===== src/rtl/vector_pe_if.sv =====
// Beat/result bus for vector_pe: packed operand lanes, vector framing, and the
// registered dot-product result with its strobe and overflow flag.
interface vector_pe_if #(
    parameter int LANES  = 4,
    parameter int DATA_W = 16,
    parameter int ACC_W  = 32
);
    logic [LANES*DATA_W-1:0] neuron;
    logic [LANES*DATA_W-1:0] weight;
    logic [1:0]              ctl;
    logic                    vld_i;
    logic [ACC_W-1:0]        result;
    logic                    vld_o;
    logic                    ovf;

    modport master (
        output neuron, weight, ctl, vld_i,
        input  result, vld_o, ovf
    );

    modport slave (
        input  neuron, weight, ctl, vld_i,
        output result, vld_o, ovf
    );
endinterface


===== src/rtl/vector_pe.sv =====
// Pipelined signed dot-product engine: lane products, adder tree, accumulator, result register.
// Define VECTOR_PE_SAT_EN for a saturating accumulator with sticky overflow; otherwise it wraps.
module vector_pe #(
    parameter int LANES  = 4,
    parameter int DATA_W = 16,
    parameter int ACC_W  = 32
) (
    input  logic         clk,
    input  logic         rst_n,
    vector_pe_if.slave   bus
);
    localparam int PROD_W = 2 * DATA_W;
    localparam int SUM_W  = PROD_W + $clog2(LANES);
`ifdef VECTOR_PE_SAT_EN
    // Keep the beat sum exact so clamping sees the true value, even if it exceeds ACC_W.
    localparam int S2_W = (SUM_W > ACC_W) ? SUM_W : ACC_W;
    localparam logic signed [S2_W:0] ACC_MAX = {{(S2_W - ACC_W + 2){1'b0}}, {(ACC_W - 1){1'b1}}};
    localparam logic signed [S2_W:0] ACC_MIN = ~ACC_MAX;
`else
    localparam int S2_W = ACC_W;
`endif

    logic signed [PROD_W-1:0] w_prod [LANES];
    logic signed [PROD_W-1:0] r_prod [LANES];
    logic signed [S2_W-1:0]   w_sum;
    logic signed [S2_W-1:0]   r_sum;
    logic signed [ACC_W-1:0]  w_base;
    logic signed [ACC_W-1:0]  w_acc_next;
    logic                     w_sticky_next;
    logic signed [ACC_W-1:0]  r_acc;
    logic                     r_sticky;
    logic                     r_s1_vld, r_s1_first, r_s1_last;
    logic                     r_s2_vld, r_s2_first, r_s2_last;
    logic                     r_s3_last;
    logic [ACC_W-1:0]         r_result;
    logic                     r_ovf;
    logic                     r_vld_o;

    always_comb begin
        for (int i = 0; i < LANES; i++) begin
            w_prod[i] = PROD_W'($signed(bus.neuron[DATA_W*(LANES-1-i) +: DATA_W]))
                      * PROD_W'($signed(bus.weight[DATA_W*(LANES-1-i) +: DATA_W]));
        end
    end

    // NOTE: combinational blocks use blocking '=' so each statement sees the previous
    // one; clocked blocks use '<=' so every register samples pre-edge values.
    always_comb begin
        w_sum = '0;
        for (int i = 0; i < LANES; i++) begin
            w_sum = w_sum + S2_W'(r_prod[i]);
        end
    end

`ifdef VECTOR_PE_SAT_EN
    logic signed [S2_W:0] w_wide;
    logic                 w_sat;

    always_comb begin
        w_base        = r_s2_first ? '0 : r_acc;
        w_wide        = (S2_W + 1)'(w_base) + (S2_W + 1)'(r_sum);
        w_sat         = 1'b0;
        w_acc_next    = w_wide[ACC_W-1:0];
        if (w_wide > ACC_MAX) begin
            w_acc_next = ACC_MAX[ACC_W-1:0];
            w_sat      = 1'b1;
        end else if (w_wide < ACC_MIN) begin
            w_acc_next = ACC_MIN[ACC_W-1:0];
            w_sat      = 1'b1;
        end
        w_sticky_next = (r_s2_first ? 1'b0 : r_sticky) | w_sat;
    end
`else
    always_comb begin
        w_base        = r_s2_first ? '0 : r_acc;
        w_acc_next    = w_base + r_sum;
        w_sticky_next = 1'b0;
    end
`endif

    // NOTE: pure datapath registers carry no reset; the valid bits alone decide
    // whether their contents are ever consumed.
    always_ff @(posedge clk) begin
        if (bus.vld_i) begin
            r_prod <= w_prod;
        end
        if (r_s1_vld) begin
            r_sum <= w_sum;
        end
    end

    always_ff @(posedge clk or negedge rst_n) begin
        if (!rst_n) begin
            r_s1_vld   <= 1'b0;
            r_s1_first <= 1'b0;
            r_s1_last  <= 1'b0;
            r_s2_vld   <= 1'b0;
            r_s2_first <= 1'b0;
            r_s2_last  <= 1'b0;
            r_s3_last  <= 1'b0;
            r_acc      <= '0;
            r_sticky   <= 1'b0;
            r_result   <= '0;
            r_ovf      <= 1'b0;
            r_vld_o    <= 1'b0;
        end else begin
            // Framing bits are gated by vld_i so ctl on bubble cycles is inert.
            r_s1_vld   <= bus.vld_i;
            r_s1_first <= bus.vld_i & bus.ctl[0];
            r_s1_last  <= bus.vld_i & bus.ctl[1];
            r_s2_vld   <= r_s1_vld;
            r_s2_first <= r_s1_first;
            r_s2_last  <= r_s1_last;
            r_s3_last  <= r_s2_last;
            if (r_s2_vld) begin
                r_acc    <= w_acc_next;
                r_sticky <= w_sticky_next;
            end
            r_vld_o <= r_s3_last;
            if (r_s3_last) begin
                r_result <= r_acc;
                r_ovf    <= r_sticky;
            end
        end
    end

    assign bus.result = r_result;
    assign bus.vld_o  = r_vld_o;
    assign bus.ovf    = r_ovf;
endmodule


===== src/flat_wrapper.sv =====
// flat-port wrapper written by rule: the top's interface ports become plain ports
module vector_pe_flat 
#(
    parameter int LANES  = 4,
    parameter int DATA_W = 16,
    parameter int ACC_W  = 32
)
  (clk, rst_n, bus_neuron, bus_weight, bus_ctl, bus_vld_i, bus_result, bus_vld_o, bus_ovf);
  vector_pe_if #(.LANES(LANES), .DATA_W(DATA_W), .ACC_W(ACC_W)) bus_i ();
  input  logic clk;
  input  logic rst_n;
  input wire logic [$bits(bus_i.neuron)-1:0] bus_neuron;
  input wire logic [$bits(bus_i.weight)-1:0] bus_weight;
  input wire logic [$bits(bus_i.ctl)-1:0] bus_ctl;
  input wire logic [$bits(bus_i.vld_i)-1:0] bus_vld_i;
  output wire logic [$bits(bus_i.result)-1:0] bus_result;
  output wire logic [$bits(bus_i.vld_o)-1:0] bus_vld_o;
  output wire logic [$bits(bus_i.ovf)-1:0] bus_ovf;
  assign bus_i.neuron = bus_neuron;
  assign bus_i.weight = bus_weight;
  assign bus_i.ctl = bus_ctl;
  assign bus_i.vld_i = bus_vld_i;
  assign bus_result = bus_i.result;
  assign bus_vld_o = bus_i.vld_o;
  assign bus_ovf = bus_i.ovf;
  vector_pe #(.LANES(LANES), .DATA_W(DATA_W), .ACC_W(ACC_W)) u_core (.clk(clk), .rst_n(rst_n), .bus(bus_i));
endmodule

===== config.mk =====
export PLATFORM = sky130hd
export DESIGN_NAME = vector_pe_flat
export DESIGN_NICKNAME = d
export VERILOG_FILES = /design/src/rtl/vector_pe_if.sv /design/src/rtl/vector_pe.sv /design/src/flat_wrapper.sv
export SDC_FILE = /design/constraint.sdc
export NUM_CORES = 2
export LEC_CHECK = 0
export ABC_AREA = 1
export BUFFER_PORTS_ARGS = -buffer_cell sky130_fd_sc_hd__buf_2
export CAP_MARGIN = 20
export CORE_MARGIN = 5
export CORE_UTILIZATION = 45
export DETAILED_ROUTE_END_ITERATION = 8
export RECOVER_POWER = 50
export SLEW_MARGIN = 20
export SYNTH_ARGS = -nofsm -noshare
export SYNTH_HDL_FRONTEND = slang
export SYNTH_SLANG_ARGS = --single-unit

===== constraint.sdc =====
create_clock -name clk -period 3.1 [get_ports clk]
set_input_delay 0.155 -clock clk [delete_from_list [all_inputs] [get_ports clk]]
set_output_delay 0.155 -clock clk [all_outputs]
set_load 0.01 [all_outputs]

Word level (Yosys, flattened, before mapping)
Index checks and enable logic that the tools add are counted.
- bits in registers: 232
- input port bits: 133
- word-level logic and storage cells: 26
- add/subtract/negate cells: 4
- multipliers: 4
- mux-type cells: 1
- bitwise operators: 2
- operators with widths (cell ; count):
    32-bit adder ; 4
    16-bit by 16-bit multiplier with 32-bit output ; 4
    32-bit two-way mux ; 1
    1-bit bitwise AND ; 2

Logic depth before layout (Yosys ltp)
- depth in word-level cells: 3
- mapped depth: 27

Worst setup path before layout
OpenSTA, ideal clock, no wires.
- path type: input to register
- start point: input port bus_weight[3]
- end point: register u_core.r_prod[31] in the netlist's numbering (data pin)
- library setup time: 0.253 ns
- arrival time: 5.314 ns
- setup slack: -2.467 ns
- stages on the path: 24
- buffers on the path: 2
- path through: clkbuf_1 > clkbuf_1 > nand2_1 > inv_1 > fa_1 > fa_1 > inv_1 > fa_1 > inv_1 > fa_1 > inv_1 > fa_1 > fa_1 > inv_1 > ha_1 > inv_1 > nor3_1 > nand2_1 > nor3_1 > nand2_1 > inv_1 > nor2_1 > nand2_1 > nand2_1
- RTL lines (item ; line ; text):
    from (decl) ; flat_wrapper.sv:13 ; input wire logic [$bits(bus_i.weight)-1:0] bus_weight;
    to (signal assigned) ; vector_pe.sv:85 ; r_prod <= w_prod;
    to (decl) ; vector_pe.sv:24 ; logic signed [PROD_W-1:0] r_prod [LANES];

==> impl_results.md <==
* Critical hold path startpoint: bus_weight[48]
* Upper clock frequency limit at 214 MHz
* Worst clock skew at between 15 and 20 ps
* Fraction of the yosys area taken by sequential cells at 11.9%
* Worst Setup End Kind: register
* Post-synth EDFFs at 160
* Cell repeated most along the worst path: sky130_fd_sc_hd__fa_1
* Die Span X at 361 um
* Number of nets in the synthesized netlist at between 8k and 9k
* Violations in the final reports: capacitance limit, slew limit, setup timing
* CP max-delay cell: sky130_fd_sc_hd__fa_2
* Floorplan die area at 130,000 um2
* Post-DRT Antenna Nets at 0
* PortBufs at 165
* Number of setup violations in the final report at 135
* Max Fanout on Critical Path at 4
* Depth of the most critical reg-to-reg path at 13
* Post-DP HPWL at 129 mm
* Post-detailed-route DRC marker count at 0
* Wire length per cell at 16.2 um
* I/O Pins at 167
* H-tree level count at 1
* Worst path required time at 3430 ps
* Kind of path behind the tightest hold check: in -> reg
* Post-Place Cell Area at roughly 65,000 um2
* Worst Path Buf+Inv at 7
* Starting density of the core at 45.4%
* Worst R2R Setup Slack at -30 ps
* Tightest Pin Transition at ~2900 ps
* FF/Latch Area at 6610 um2
* Post-layout minimum cycle time at 4680 ps
* Clock tree from TritonCTS: yes
* Post-route design area at 73,600 um2
* Setup repair after global routing missed its margin: true
* Num CTS Buffers at 27
* Final WL at approximately 150 mm
* Count of unique library cells instantiated by Yosys at 47
* Fraction of final layout cells sized beyond drive strength 1 at 30.2%
* Type of origin of the critical path: input port
* Reg-to-Reg Start: u_core.r_prod[33]$_DFFE_PP_
* Via density at between 4 and 5
* Mean instance size in the synthesized netlist at 7.98 um2
* Cell type group with the largest total delay on the critical path: adder cells
* Clk sinks at 232
* Via count of the first global-routing pass at 48.0k
* Antenna violations before repair at 0
* Iter 0 DRT Violations at between 2k and 3k
* Std-Cell Rows at about 130
* Antenna cell count at 0
* Routability-driven placement congestion ratio at 0.912
* Final count of pins violating max slew at 130
* Netlist area before placement at 55,300 um2
* Stage delay of the slowest cell on the critical path at 530 ps
* Die Height at approximately 360 um
* Synth Instances at 6,926
* Clock-pin slew on the worst setup and hold paths at ~70 ps
* Overflow left after global routing at 0
* Kind of critical path: in -> reg
* Total number of nets in the final design at 9,373
* Final worst-path cycle share at 151%
* Max-cap violations at 3
* Largest net degree at the start of global routing at 66
* Primary flip-flop cell chosen by synthesis mapping: sky130_fd_sc_hd__edfxtp_1
* Area taken by multi-input logic gates at 46,700 um2
* Critical Path, Cell by Cell: buf_8 -> clkinvlp_4 -> buf_6 -> or2_4 -> fa_1 -> fa_1 -> inv_1 -> fa_2 -> fa_2 -> fa_1 -> inv_2 -> fa_1 -> inv_2 -> ha_4 -> nand2_4 -> nor2_4 -> inv_2 -> nor3_4 -> nand2_1 -> nand2_2 -> nand3_2 -> nand3_2 -> nand2_1
* Worst Hold Depth at 4
* Total number of vias at between 40k and 50k
* Core Footprint at 122,000 um2
* Run status: finished with violations
* Relative slew slack at -90.1%
* End of the worst register-to-register path: u_core.r_sum[31]$_DFFE_PP_
* Number of fill cells at 10.6k
* Layout Area Growth over Synthesis at 33.0%
* Final Hold Viols at 0
* Seq cells post-synth at between 200 and 250
* Yosys synthesis warning count at 0
* Global-route wire length before repair at 248 mm
* Clock latency reported for the late side of the worst-skew pair at 570 ps
* Clock Tree Root: sky130_fd_sc_hd__clkbuf_16
* First drt pass iteration count at 6
* Clock Path Buffers at 3
* Arrival time of the worst setup path at between 5000 and 6000 ps
* Fin worst setup slack at -1580 ps
* Total routing usage reported by global routing at 23.2%
* Async set-reset flop share out of synthesis at 31.0%
* Worst-case hold path end point: u_core.r_prod[96]$_DFFE_PP_
synthesized netlist by cell type, types with 4 or more instances:
cell type                  instances  area share [%]
sky130_fd_sc_hd__nand3_2           9            0.16
sky130_fd_sc_hd__nand2_1        1754              12
sky130_fd_sc_hd__or2_2            17            0.19
sky130_fd_sc_hd__buf_1             5           0.034
sky130_fd_sc_hd__nand3b_1          9            0.12
sky130_fd_sc_hd__xor2_1           92             1.5
sky130_fd_sc_hd__nor3_2           10            0.18
sky130_fd_sc_hd__nand4_1          41            0.46
sky130_fd_sc_hd__fa_1           1111              40
sky130_fd_sc_hd__and2_1            8           0.091
sky130_fd_sc_hd__xnor2_1          34            0.54
sky130_fd_sc_hd__edfxtp_1        160             8.7
sky130_fd_sc_hd__nor2_2            8           0.091
sky130_fd_sc_hd__o21ai_1          10           0.091
sky130_fd_sc_hd__ha_1            390             8.8
sky130_fd_sc_hd__inv_2            17            0.12
sky130_fd_sc_hd__nor2_1          331             2.2
sky130_fd_sc_hd__dfrtp_1          72             3.3
sky130_fd_sc_hd__a21o_1           17            0.23
sky130_fd_sc_hd__o21a_1            9            0.12
sky130_fd_sc_hd__inv_1          1954              13
sky130_fd_sc_hd__nand3_1         201             1.8
sky130_fd_sc_hd__or2_1             4           0.045
sky130_fd_sc_hd__o21bai_1         21            0.29
sky130_fd_sc_hd__o21ai_0          94            0.85
sky130_fd_sc_hd__nand2_2          32            0.36
sky130_fd_sc_hd__a21oi_1         204             1.8
sky130_fd_sc_hd__nor3_1           33            0.30
sky130_fd_sc_hd__nor4_1            4           0.045
sky130_fd_sc_hd__clkbuf_1        244             1.7
routing by layer:
metal	wire length (um)	global-route usage (%)	vias to the layer above
met5	0	0	-
met4	3600	4.49	0
met3	6210	2.06	195
met2	75000	39.9	933
met1	67500	32.5	22900
li1	-	-	21600
worst max path at each step:
stage                                        endpoint  slack [ps]  cells past startpoint      startpoint
after floorplan           u_core.r_prod[31]$_DFFE_PP_       -1990                     24   bus_weight[3]
after global placement    u_core.r_prod[87]$_DFFE_PP_       -2360                     21  bus_neuron[47]
after detailed placement  u_core.r_prod[87]$_DFFE_PP_       -2420                     21  bus_neuron[47]
after CTS                 u_core.r_prod[62]$_DFFE_PP_       -1580                     21  bus_weight[31]
after global routing      u_core.r_prod[84]$_DFFE_PP_       -1700                     23  bus_weight[47]
final                     u_core.r_prod[84]$_DFFE_PP_       -1580                     23  bus_weight[47]
cells in the final DEF, fill, tap and decap left out, types with 60 or more instances in the layout:
cell                       Yosys  final
sky130_fd_sc_hd__a21oi_1     204     88
sky130_fd_sc_hd__a21oi_2       3     62
sky130_fd_sc_hd__buf_12        0     73
sky130_fd_sc_hd__buf_4         1    615
sky130_fd_sc_hd__buf_6         0    223
sky130_fd_sc_hd__dfrtp_1      72     72
sky130_fd_sc_hd__edfxtp_1    160    160
sky130_fd_sc_hd__fa_1       1111   1013
sky130_fd_sc_hd__fa_2          0     98
sky130_fd_sc_hd__ha_1        390    238
sky130_fd_sc_hd__ha_4          0    128
sky130_fd_sc_hd__inv_1      1954   1713
sky130_fd_sc_hd__inv_2        17    243
sky130_fd_sc_hd__nand2_1    1754   1466
sky130_fd_sc_hd__nand2_2      32    195
sky130_fd_sc_hd__nand2_4       0    114
sky130_fd_sc_hd__nand3_1     201    140
sky130_fd_sc_hd__nor2_1      331    218
sky130_fd_sc_hd__nor2_2        8     60
sky130_fd_sc_hd__nor2_4        2     63
sequential cells by signal, indices dropped and copies added, names as in the netlist:
signal and count:
u_core.r_prod 128, u_core.bus.result 32, u_core.r_acc 32, u_core.r_sum 32, u_core.bus.vld_o 1, u_core.r_s1_first 1
u_core.r_s1_last 1, u_core.r_s1_vld 1, u_core.r_s2_first 1, u_core.r_s2_last 1, u_core.r_s2_vld 1, u_core.r_s3_last 1
final cells by class:
cell class                 count  area share (%)
sequential                   232            8.98
timing repair buffer        1033            13.4
inverter                    1971            10.1
clock inverter                16           0.240
multi-input combinational   4473            63.5
tap                         1625            2.76
timing repair inverter         1          0.0102
clock buffer                  33            1.03
per-stage QoR:
step / util [%] / worst slack, ps / hold WS (ps) / instances / TNS (ps)
5_1_grt: 60.4 / -1700 / 76.3 / 9384 / -160260
3_3_place_gp: 53.6 / -2360 / 93.2 / 9166 / -208190
3_5_place_dp: 53.6 / -2420 / 100 / 9166 / -211350
6_report: 60.4 / -1580 / 62.7 / 9384 / -132190
2_1_floorplan: - / -1990 / -141 / 6926 / -154540
4_1_cts: 56.6 / -1580 / 27.2 / 9293 / -132670
tightest hold or removal path: stages:
cell and delay, ps:
sky130_fd_sc_hd__buf_2 110, sky130_fd_sc_hd__buf_12 140, sky130_fd_sc_hd__nand2_1 60, sky130_fd_sc_hd__inv_1 40
logic make-up after synthesis:
kind of cell	count (synthesis)	share of synthesized area [%]
AO/OA/AOI/OAI	371	3.65
XOR/XNOR	126	2.00
adder cells (fa/ha/maj)	1501	49.0
buffers and inverters	2221	15.1
flip-flops	232	11.9
multiplexers	2	0.0407
other	1	0.00678
AND/OR/NAND/NOR	2472	18.2
what timing repair did:
item                                    4_1_cts  5_1_grt
setup buffers                                73      100
pin swaps                                   304      540
hold buffers                                  5        0
cloned                                        4        6
resized for setup                           585     1064
endpoints found under the hold margin        75        0
endpoints found under the setup margin      123      130
Power is not shown: default switching activity piles up to over one toggle a cycle in this logic, so the estimate is an artifact.
